## config.mk

```make
export PLATFORM = sky130hd
export DESIGN_NAME = fifo_sync_lvl
export DESIGN_NICKNAME = d
export VERILOG_FILES = /design/src/rtl/fifo_sync_lvl_pkg.sv /design/src/rtl/fifo_sync_store.sv /design/src/rtl/fifo_sync_lvl.sv
export SDC_FILE = /design/constraint.sdc
export NUM_CORES = 1
export LEC_CHECK = 0
export CORE_MARGIN = 5
export CORE_UTILIZATION = 50
export DETAILED_ROUTE_END_ITERATION = 10
export GPL_ROUTABILITY_DRIVEN = 0
export PLACE_DENSITY = 0.69
export SYNTH_ARGS = -nofsm -noshare
export SYNTH_HDL_FRONTEND = slang
export SYNTH_SLANG_ARGS = --single-unit
export TNS_END_PERCENT = 50
```

## constraint.sdc

```tcl
create_clock -name clk -period 2.9 [get_ports clk]
set_input_delay 0.87 -clock clk [delete_from_list [all_inputs] [get_ports clk]]
set_output_delay 0.87 -clock clk [all_outputs]
set_load 0.02 [all_outputs]
```

## src/rtl/fifo_sync_lvl_pkg.sv

```systemverilog
// Shared helpers for the fifo_sync_lvl family: width functions and read-mode constants.
package fifo_pkg;

  localparam int MODE_SHOW_AHEAD = 1;
  localparam int MODE_REGISTERED = 0;

  function automatic int fifo_cw(input int depth);
    return $clog2(depth + 1);
  endfunction

  function automatic int fifo_pw(input int depth);
    return ($clog2(depth) > 1) ? $clog2(depth) : 1;
  endfunction

endpackage

```

## src/rtl/fifo_sync_store.sv

```systemverilog
// DEPTH x DATAWIDTH register array: one synchronous write port, one asynchronous read port.
module fifo_sync_store #(
  parameter int DATAWIDTH = 8,
  parameter int DEPTH     = 16,
  parameter int AW        = 4
) (
  input  logic                 clk,
  input  logic                 we,
  input  logic [AW-1:0]        waddr,
  input  logic [DATAWIDTH-1:0] wdata,
  input  logic [AW-1:0]        raddr,
  output logic [DATAWIDTH-1:0] rdata
);

  logic [DATAWIDTH-1:0] mem_q [DEPTH];

  always_ff @(posedge clk) begin
    if (we) mem_q[waddr] <= wdata;
  end

  assign rdata = mem_q[raddr];

endmodule

```

## src/rtl/fifo_sync_lvl.sv

```systemverilog
// Single-clock FIFO with fill count, programmable almost levels, sticky errors and flush.
// Optional high-water mark output peak_count is enabled by defining FIFO_WATERMARK_EN.
module fifo_sync_lvl
  import fifo_pkg::*;
#(
  parameter int DATAWIDTH  = 8,
  parameter int DEPTH      = 16,
  parameter int SHOW_AHEAD = MODE_SHOW_AHEAD
) (
  input  logic                       clk,
  input  logic                       reset,
  input  logic                       wr,
  input  logic [DATAWIDTH-1:0]       data_in,
  input  logic                       rd,
  output logic [DATAWIDTH-1:0]       data_out,
  input  logic                       flush,
  input  logic                       clr_err,
  input  logic [fifo_cw(DEPTH)-1:0]  af_level,
  input  logic [fifo_cw(DEPTH)-1:0]  ae_level,
  output logic [fifo_cw(DEPTH)-1:0]  count,
  output logic                       fifo_full,
  output logic                       fifo_empty,
  output logic                       fifo_almost_full,
  output logic                       fifo_almost_empty,
  output logic                       fifo_overflow,
  output logic                       fifo_underflow
`ifdef FIFO_WATERMARK_EN
  ,
  output logic [fifo_cw(DEPTH)-1:0]  peak_count
`endif
);

  localparam int CW = fifo_cw(DEPTH);
  localparam int PW = fifo_pw(DEPTH);
  localparam logic [CW-1:0] DEPTH_C = CW'(DEPTH);
  localparam logic [PW-1:0] LAST_C  = PW'(DEPTH - 1);

  logic [PW-1:0]        wptr_q, wptr_d, rptr_q, rptr_d;
  logic [CW-1:0]        count_q, count_d;
  logic                 ovf_q, ovf_d, udf_q, udf_d;
  logic                 full, empty, we, re;
  logic [DATAWIDTH-1:0] rd_data;

  always_comb begin
    full    = (count_q == DEPTH_C);
    empty   = (count_q == '0);
    we      = wr & ~full & ~flush;
    re      = rd & ~empty & ~flush;
    wptr_d  = wptr_q;
    rptr_d  = rptr_q;
    count_d = count_q;
    if (flush) begin
      wptr_d  = '0;
      rptr_d  = '0;
      count_d = '0;
    end else begin
      if (we) wptr_d = (wptr_q == LAST_C) ? '0 : wptr_q + PW'(1);
      if (re) rptr_d = (rptr_q == LAST_C) ? '0 : rptr_q + PW'(1);
      if (we & ~re)      count_d = count_q + CW'(1);
      else if (re & ~we) count_d = count_q - CW'(1);
    end
    // Setting wins over clr_err; a flush masks the request that would set the flag.
    ovf_d = (wr & full & ~flush)  | (ovf_q & ~clr_err);
    udf_d = (rd & empty & ~flush) | (udf_q & ~clr_err);
  end

  always_ff @(posedge clk or posedge reset) begin
    if (reset) begin
      wptr_q  <= '0;
      rptr_q  <= '0;
      count_q <= '0;
      ovf_q   <= 1'b0;
      udf_q   <= 1'b0;
    end else begin
      wptr_q  <= wptr_d;
      rptr_q  <= rptr_d;
      count_q <= count_d;
      ovf_q   <= ovf_d;
      udf_q   <= udf_d;
    end
  end

  fifo_sync_store #(
    .DATAWIDTH (DATAWIDTH),
    .DEPTH     (DEPTH),
    .AW        (PW)
  ) u_store (
    .clk   (clk),
    .we    (we & ~reset),
    .waddr (wptr_q),
    .wdata (data_in),
    .raddr (rptr_q),
    .rdata (rd_data)
  );

  if (SHOW_AHEAD == MODE_SHOW_AHEAD) begin : g_show_ahead
    // Gated while empty so the unreset storage never leaks onto data_out.
    assign data_out = empty ? '0 : rd_data;
  end else begin : g_registered
    logic [DATAWIDTH-1:0] dout_q, dout_d;
    always_comb dout_d = re ? rd_data : dout_q;
    always_ff @(posedge clk or posedge reset) begin
      if (reset) dout_q <= '0;
      else       dout_q <= dout_d;
    end
    assign data_out = dout_q;
  end

`ifdef FIFO_WATERMARK_EN
  logic [CW-1:0] peak_q, peak_d;
  always_comb begin
    peak_d = peak_q;
    if (clr_err || (count_d > peak_q)) peak_d = count_d;
  end
  always_ff @(posedge clk or posedge reset) begin
    if (reset) peak_q <= '0;
    else       peak_q <= peak_d;
  end
  assign peak_count = peak_q;
`endif

  assign count             = count_q;
  assign fifo_full         = full;
  assign fifo_empty        = empty;
  assign fifo_almost_full  = (count_q >= af_level);
  assign fifo_almost_empty = (count_q <= ae_level);
  assign fifo_overflow     = ovf_q;
  assign fifo_underflow    = udf_q;

endmodule
```

==> results of run 1 <==
## metal layers
layer	track usage	wire, um	share of wire
met3	0.04240	832	0.059
met5	0	0	0
met1	0.2625	5706	0.41
met4	0.05738	182	0.013
met2	0.3338	7340	0.52
## worst max path at each step
stage                                startpoint                    to  slack (ns)  cells past startpoint
after detailed placement            ae_level[1]     fifo_almost_empty       -0.82                      8
after global placement              ae_level[1]     fifo_almost_empty       -0.76                      8
after CTS                 rptr_q[0]$_DFFE_PP0P_           data_out[1]       -0.43                      6
after global routing      rptr_q[0]$_DFFE_PP0P_           data_out[5]       -0.50                      6
final                     rptr_q[0]$_DFFE_PP0P_           data_out[5]       -0.43                      6
after floorplan                              rd  count[4]$_DFFE_PP0P_        0.07                      8
## layout make-up
| cell class | instances | area (sq um) | share of cell area |
|---|---|---|---|
| Clock buffer | 18 | 429.2 | 0.05384 |
| Clock inverter | 14 | 161.4 | 0.02025 |
| Inverter | 17 | 63.81 | 0.008005 |
| Multi-Input combinational cell | 181 | 1922 | 0.2411 |
| Sequential cell | 143 | 4220 | 0.5294 |
| Tap cell | 172 | 215.2 | 0.02700 |
| Timing Repair Buffer | 101 | 959.7 | 0.1204 |
## report_power, final
group	internal, mW	total [mW]	leakage, nW	switching, mW
clock network	1.35	2.17	0.294	0.818
registers	2.31	2.37	1.35	0.0671
logic	1.01	1.95	1.22	0.939
## registers in the layout (all words and copies together), names as in the netlist
name	cells
u_store.mem_q	128
count	5
rptr_q	4
wptr_q	4
fifo_overflow	1
fifo_underflow	1
## worst register-to-register path, stage by stage, from the launching register on
cell     delay [ns]
dfrtp_1        0.42
buf_4          0.18
o41a_1         0.41
or3_1          0.45
fa_1           0.42
a21o_1         0.20
a21oi_2        0.24
mux2i_1        0.21
nand3_1        0.10
## what timing repair did
item | 4_1_cts | 5_1_grt
gates resized for setup | 82 | 6
cloned | 3 | 0
buffers inserted | 6 | 0
setup endpoints to repair | 12 | 12
pin swaps | 7 | 0
## cell usage after synthesis, types with 2 or more instances
library cell / instances / area share
nand2_1: 11 / 0.0065
o21ai_0: 4 / 0.0032
mux4_1: 19 / 0.079
ha_1: 19 / 0.037
nor2b_1: 9 / 0.0089
or3_1: 2 / 0.0020
xor2_1: 2 / 0.0028
o211ai_1: 3 / 0.0035
nand3_1: 5 / 0.0039
o21ai_1: 5 / 0.0039
mux2i_1: 5 / 0.0079
inv_1: 16 / 0.0095
buf_12: 2 / 0.0063
dfrtp_1: 15 / 0.059
nor2_1: 21 / 0.012
nor3_1: 7 / 0.0055
mux4_2: 21 / 0.075
or4_1: 2 / 0.0024
a21o_1: 5 / 0.0059
nand2b_1: 5 / 0.0049
edfxtp_1: 128 / 0.61
a21oi_1: 15 / 0.012
clkbuf_1: 12 / 0.0071
## through the flow
stage | setup WS (ns) | hold slack, ns | power [mW]
floorplan | 0.06934 | 0.5587 | 3.514
global placement | -0.7604 | 0.5180 | 4.145
detailed placement | -0.8196 | 0.5216 | 4.181
CTS | -0.4290 | 0.5297 | 6.547
global route | -0.4960 | 0.5707 | 6.795
finish | -0.4290 | 0.5287 | 6.495
## cell families (layout without fill, tap and decap cells)
logic type | Yosys count | in the layout | synth area share
and+or+nand+nor | 69 | 69 | 0.05639
AOI/OAI and AO/OA | 44 | 44 | 0.04397
DFF | 143 | 143 | 0.6648
muxes | 45 | 45 | 0.1611
buffers and inverters | 35 | 150 | 0.02898
adders and majority gates | 20 | 20 | 0.04062
xor gates and xnor gates | 3 | 3 | 0.004141
==> results by group, run 1 <==
Die
  – Overall die width: 122.7 um
  – Starting utilization of the core area: 0.5070
  – Placeable core region: 0.01252 sq mm
  – Num ports: 43
  – Floorplan die area: between 0.015 and 0.02 sq mm
  – Number of rows in the core area: 41
  – Floorplan die height: 122.7 um

Clock network
  – CTS tree: yes
  – H-tree levels: 4
  – Number of buffers added to fix hold violations after cts: 0
  – Cts bufs inserted: 17
  – Clock transition at the registers of the reported paths: 0.06 ns
  – Total clock sinks: 143
  – Root buffer selected by CTS: clkbuf_16
  – Worst-Skew Late Latency: 0.41 ns
  – Max Buffers Root-to-Sink: 2

Finish
  – Fin util: 0.6368
  – Share of final-layout standard cells stronger than drive strength 1: 0.3101
  – Post-synthesis to final-layout area growth: 25.61%
  – Final cell count without fillers: ~650
  – Fill cell count: 900
  – Commonest non-fill, non-tap cells in the layout: edfxtp_1 (128), buf_4 (51), mux4_2 (37)
  – Count of antenna diodes in the layout: 0
  – Cell area after layout: around 0.0080 sq mm
  – Most common cell after layout, fill and taps aside: edfxtp_1
  – Nets@finish: between 500 and 600

Critical path
  – Startpoint class of the critical path: register
  – Bufs and invs on worst path: 3
  – CP cell instances: buf_12, buf_16, mux4_2, mux4_2, nor2b_4, buf_6
  – Slowest Stage Delay on Critical Path: 0.52 ns
  – Slack of the worst reg-to-reg path: 0.14 ns
  – Crit. End Element: output pin
  – Max Fanout on Critical Path: 6
  – Most common cell on crit path: mux4_2
  – Delay-heaviest family, CP: multiplexers
  – Number of cells on the worst reg-to-reg path: 8
  – Library cell contributing the largest single delay on the critical path: mux4_2
  – Startpoint of the worst register-to-register path: count[1]$_DFFE_PP0P_
  – CP Class: reg -> out
  – Arrival time at the worst endpoint: 2.46 ns
  – Req. time, crit path: just over 2 ns
  – Capture point of the worst reg-to-reg path: count[4]$_DFFE_PP0P_

Power
  – Static Leakage: between 2 and 3 nW
  – Power Density: 814.8 mW/mm^2
  – Max VDD drop: around 0.43 mV

Timing
  – Final TNS setup: -3.552 ns
  – Part of the cycle the worst path needs: 1.148
  – Setup violations, final: 11
  – Clock Skew: about 0.0089 ns
  – Time the worst path needs with I/O delays and setup: around 3.3 ns
  – Measured slew at the worst slew-check pin: 0.7226 ns
  – Worst setup margin: -0.4290 ns
  – Number of max-slew violations in the final report: 0
  – RSZ-0062 raised after global routing: yes
  – Max_slew headroom: 0.5182
  – Peak clock frequency supported by timing: 0.3004 GHz
  – Final hold viol count: 0

Placed design
  – Number of port buffers: 42
  – Hpwl dp: 8921 um
  – Area of placed instances: 0.007303 sq mm
  – Cell total after placement: 607

GRT
  – GR Util All Layers: 0.1986
  – Pin count of the biggest net entering global routing: 27
  – Via count of the first global-routing pass: 3705
  – Global route total overflow: 0
  – Wire length of the first global-routing pass: 21420 um
  – Number of antenna violations at the first check in global routing: 0

Min path
  – Instance count along the most critical hold path: 2
  – Endpoint of the worst hold path: fifo_underflow$_DFF_PP0_
  – Type of the tightest min-delay check: reg -> reg
  – Beginning of the worst hold path: fifo_underflow$_DFF_PP0_

Synthesis
  – Net count after synthesis: 403
  – Part of the Yosys area used for sequential elements: 0.6648
  – Main flop type after synthesis: edfxtp_1
  – Mean cell area of the mapped netlist: 17.68 sq um
  – Cell area after technology mapping: around 0.0063 sq mm
  – Synthesis-stage register bit count: 143
  – Count of synthesis-stage warnings from yosys: 0
  – Count of flip-flops with a built-in enable after synthesis: 128
  – Number of library cell types mapped by synthesis: 49
  – Async S/R FF share, synth: 0.1049
  – Cells after Synth: 359

Run status
  – Status: complete, but fails checks
  – Violations in the final reports: negative setup slack

Routing
  – Final wirelength: around 14000 um
  – Via count normalized by instance count: 5.676
  – Routed via count: 3667
  – Drt first-iter violations: 307
  – Residual DRC count: 0
  – Wirelength per Cell: around 22 um
  – Post-DRT Antenna Nets: 0
  – Detailed-routing iteration count for the pre-antenna-repair pass: 5

Job
  – Number of max-cap violations: 0
Power figures use the tool's default switching activity.
==> run 2: changes to the inputs <==
Settings changed: MAX_ROUTING_LAYER set to met4.
==> run 2 against run 1 <==
The run still ends with negative setup slack left. Worst hold slack worse by 0.00079 ns. Worst setup slack got worse by 0.0017 ns. Sequential power about the same. Cell count unchanged. Flip-flop and latch count unchanged. Global-route usage rose by 0.61 points. Critical path type unchanged. Largest cell class unchanged. Largest power group unchanged. Highest routed layer unchanged.
==> results by group, run 2 (synthesis gave the netlist of run 1 again) <==
Timing
  – Number of max-slew violations in the final report: 0 (unchanged)
  – Measured slew at the worst slew-check pin: 0.7234 ns (was 0.7226 ns)
  – Setup violations, final: 11 (unchanged)
  – Max_slew headroom: 0.5178 (was 0.5182)
  – RSZ-0062 raised after global routing: yes (unchanged)
  – Time the worst path needs with I/O delays and setup: 3.331 ns (was 3.329 ns)
  – Final hold viol count: 0 (unchanged)
  – Worst hold margin: 0.5279 ns (was 0.5287 ns)
  – Worst setup margin: -0.4306 ns (was -0.4290 ns)
  – Peak clock frequency supported by timing: 0.3002 GHz (was 0.3004 GHz)
  – Clock Skew: 0.009133 ns (was 0.008880 ns)
  – Part of the cycle the worst path needs: 1.148 (about the same)

Critical path
  – Delay-heaviest family, CP: multiplexers (unchanged)
  – Origin of the worst setup path: rptr_q[0]$_DFFE_PP0P_ (unchanged)
  – Startpoint of the worst register-to-register path: count[1]$_DFFE_PP0P_ (unchanged)
  – Bufs and invs on worst path: 3 (unchanged)
  – Startpoint class of the critical path: register (unchanged)
  – CP Class: reg -> out (unchanged)
  – Arrival time at the worst endpoint: 2.46 ns (about the same)
  – Slowest Stage Delay on Critical Path: 0.52 ns (about the same)
  – CP cell instances: buf_12, buf_16, mux4_2, mux4_2, nor2b_4, buf_6 (unchanged)
  – Most common cell on crit path: mux4_2 (unchanged)
  – Crit. End Element: output pin (unchanged)
  – Library cell contributing the largest single delay on the critical path: mux4_2 (unchanged)
  – Max Fanout on Critical Path: 6 (unchanged)
  – Req. time, crit path: 2.03 ns (about the same)

Finish
  – Most common cell after layout, fill and taps aside: edfxtp_1 (unchanged)
  – Final cell count without fillers: 646 (unchanged)
  – Nets@finish: 505 (unchanged)
  – Count of antenna diodes in the layout: 0 (unchanged)
  – Post-synthesis to final-layout area growth: 25.61% (unchanged)
  – Commonest non-fill, non-tap cells in the layout: edfxtp_1 (128), buf_4 (51), mux4_2 (37) (unchanged)
  – Number of flip-flops in the largest register: 128 (unchanged)
  – Cell area after layout: 0.007971 sq mm (unchanged)
  – Register with the most flip-flops: u_store.mem_q (unchanged)
  – Fill cell count: 900 (unchanged)
  – Share of final-layout standard cells stronger than drive strength 1: 0.3101 (unchanged)

Routing
  – Routed via count: 3651 (was 3667)
  – Post-DRT Antenna Nets: 0 (unchanged)
  – Residual DRC count: 0 (unchanged)
  – Detailed-routing iteration count for the pre-antenna-repair pass: 5 (unchanged)
  – Final wirelength: 14080 um (was 14060 um)
  – Via count normalized by instance count: 5.652 (was 5.676)
  – Drt first-iter violations: 294 (was 307)
  – Wirelength per Cell: 21.79 um (was 21.77 um)

Power
  – Portion of total power attributed to the clock network: 0.333 (was 0.334)
  – Switching power: 1.824 mW (about the same)
  – Combinational power share: 0.301 (about the same)
  – Power Density: 814.8 mW/mm^2 (about the same)
  – Fraction of power spent switching nets: 0.2808 (about the same)
  – Static Leakage: 2.865 nW (unchanged)
  – Max VDD drop: 0.4360 mV (was 0.4332 mV)
  – Sequential Power Share: 0.365 (about the same)
  – Internal power contribution: 4.671 mW (about the same)
  – Final total power: 6.495 mW (about the same)

Die
  – Placeable core region: 0.01252 sq mm (unchanged)
  – Floorplan die area: 0.01505 sq mm (unchanged)
  – Floorplan die height: 122.7 um (unchanged)
  – Starting utilization of the core area: 0.5070 (unchanged)
  – Overall die width: 122.7 um (unchanged)
  – Num ports: 43 (unchanged)
  – Number of rows in the core area: 41 (unchanged)

Job
  – Number of max-cap violations: 0 (unchanged)

Placed design
  – Hpwl dp: 8921 um (unchanged)
  – Area of placed instances: 0.007303 sq mm (unchanged)
  – Setup WS pre-CTS: -0.8196 ns (unchanged)
  – Number of port buffers: 42 (unchanged)
  – Cell total after placement: 607 (unchanged)

GRT
  – Wire length of the first global-routing pass: 21470 um (was 21420 um)
  – Global route total overflow: 0 (unchanged)
  – GR Util All Layers: 0.2047 (was 0.1986)
  – Via count of the first global-routing pass: 3692 (was 3705)
  – Pin count of the biggest net entering global routing: 27 (unchanged)
  – Number of antenna violations at the first check in global routing: 0 (unchanged)

Clock network
  – Worst-Skew Late Latency: 0.41 ns (about the same)
  – Clock transition at the registers of the reported paths: 0.06 ns (about the same)
  – H-tree levels: 4 (unchanged)
  – Max Buffers Root-to-Sink: 2 (unchanged)
  – Total clock sinks: 143 (unchanged)
  – Root buffer selected by CTS: clkbuf_16 (unchanged)
  – Cts bufs inserted: 17 (unchanged)
  – CTS tree: yes (unchanged)

Run status
  – Status: complete, but fails checks (unchanged)
  – Violations in the final reports: negative setup slack (unchanged)

Min path
  – Type of the tightest min-delay check: reg -> reg (unchanged)
  – Beginning of the worst hold path: fifo_underflow$_DFF_PP0_ (unchanged)
run 2: cell counts in the layout (fill, tap and decap cells not counted):
Identical to the previous run, type by type.
run 2: metrics by stage:
step | util | setup TNS (ns)
final | 0.6368 | -3.549
after global routing | 0.6368 | -4.338
after CTS | 0.6385 | -3.691
after detailed placement | 0.5835 | -5.782
after global placement | 0.5835 | -7.194
after floorplan | - | 0
run 2: metal layers:
metal	routed length, um	track usage
met4	198	0.05738
met5	0	-
met3	779	0.04194
met2	7324	0.3321
met1	5776	0.2650
run 2: what timing repair did:
action,CTS,global route
setup buffers,6,0
gates cloned,3,0
pin swaps,7,0
endpoints found under the setup margin,12,12
gates resized for setup,82,6
hold buffers,0,0
run 2: layout make-up:
| type | instances | area, sq um | area share |
|---|---|---|---|
| flip-flops and latches | 143 | 4220 | 0.5294 |
| well taps | 172 | 215.2 | 0.02700 |
| inverters | 17 | 63.81 | 0.008005 |
| clock buffers | 18 | 429.2 | 0.05384 |
| multi-input cells | 181 | 1922 | 0.2411 |
| repair buffers | 101 | 959.7 | 0.1204 |
| clock inverters | 14 | 161.4 | 0.02025 |
run 2: power groups by stage:
stage               clock, mW  combinational [mW]  sequential [mW]
floorplan                   0                1.07             2.45
global placement            0                1.74             2.40
detailed placement          0                1.78             2.41
CTS                      2.20                1.98             2.37
global route             2.31                2.11             2.38
finish                   2.17                1.96             2.37
run 2: worst paths after layout:
path,endpoint,slack [ns],cells after the start
worst max-delay path,data_out[5],-0.43,6
worst min-delay path,fifo_underflow$_DFF_PP0_,0.53,2
worst max register to register,count[4]$_DFFE_PP0P_,0.14,8
worst min register to register,fifo_underflow$_DFF_PP0_,0.53,2
max in group asynchronous,rptr_q[0]$_DFFE_PP0P_,1.61,2
min in group asynchronous,fifo_overflow$_DFF_PP0_,0.86,2
run 2: worst reg2reg max path: cells and delay by family (launching register included):
family	cells	cell delay, ns
compound gates	3	0.85
fa+ha+maj	1	0.42
buf+inv	1	0.19
flops	1	0.43
mux	1	0.21
simple gates	2	0.55
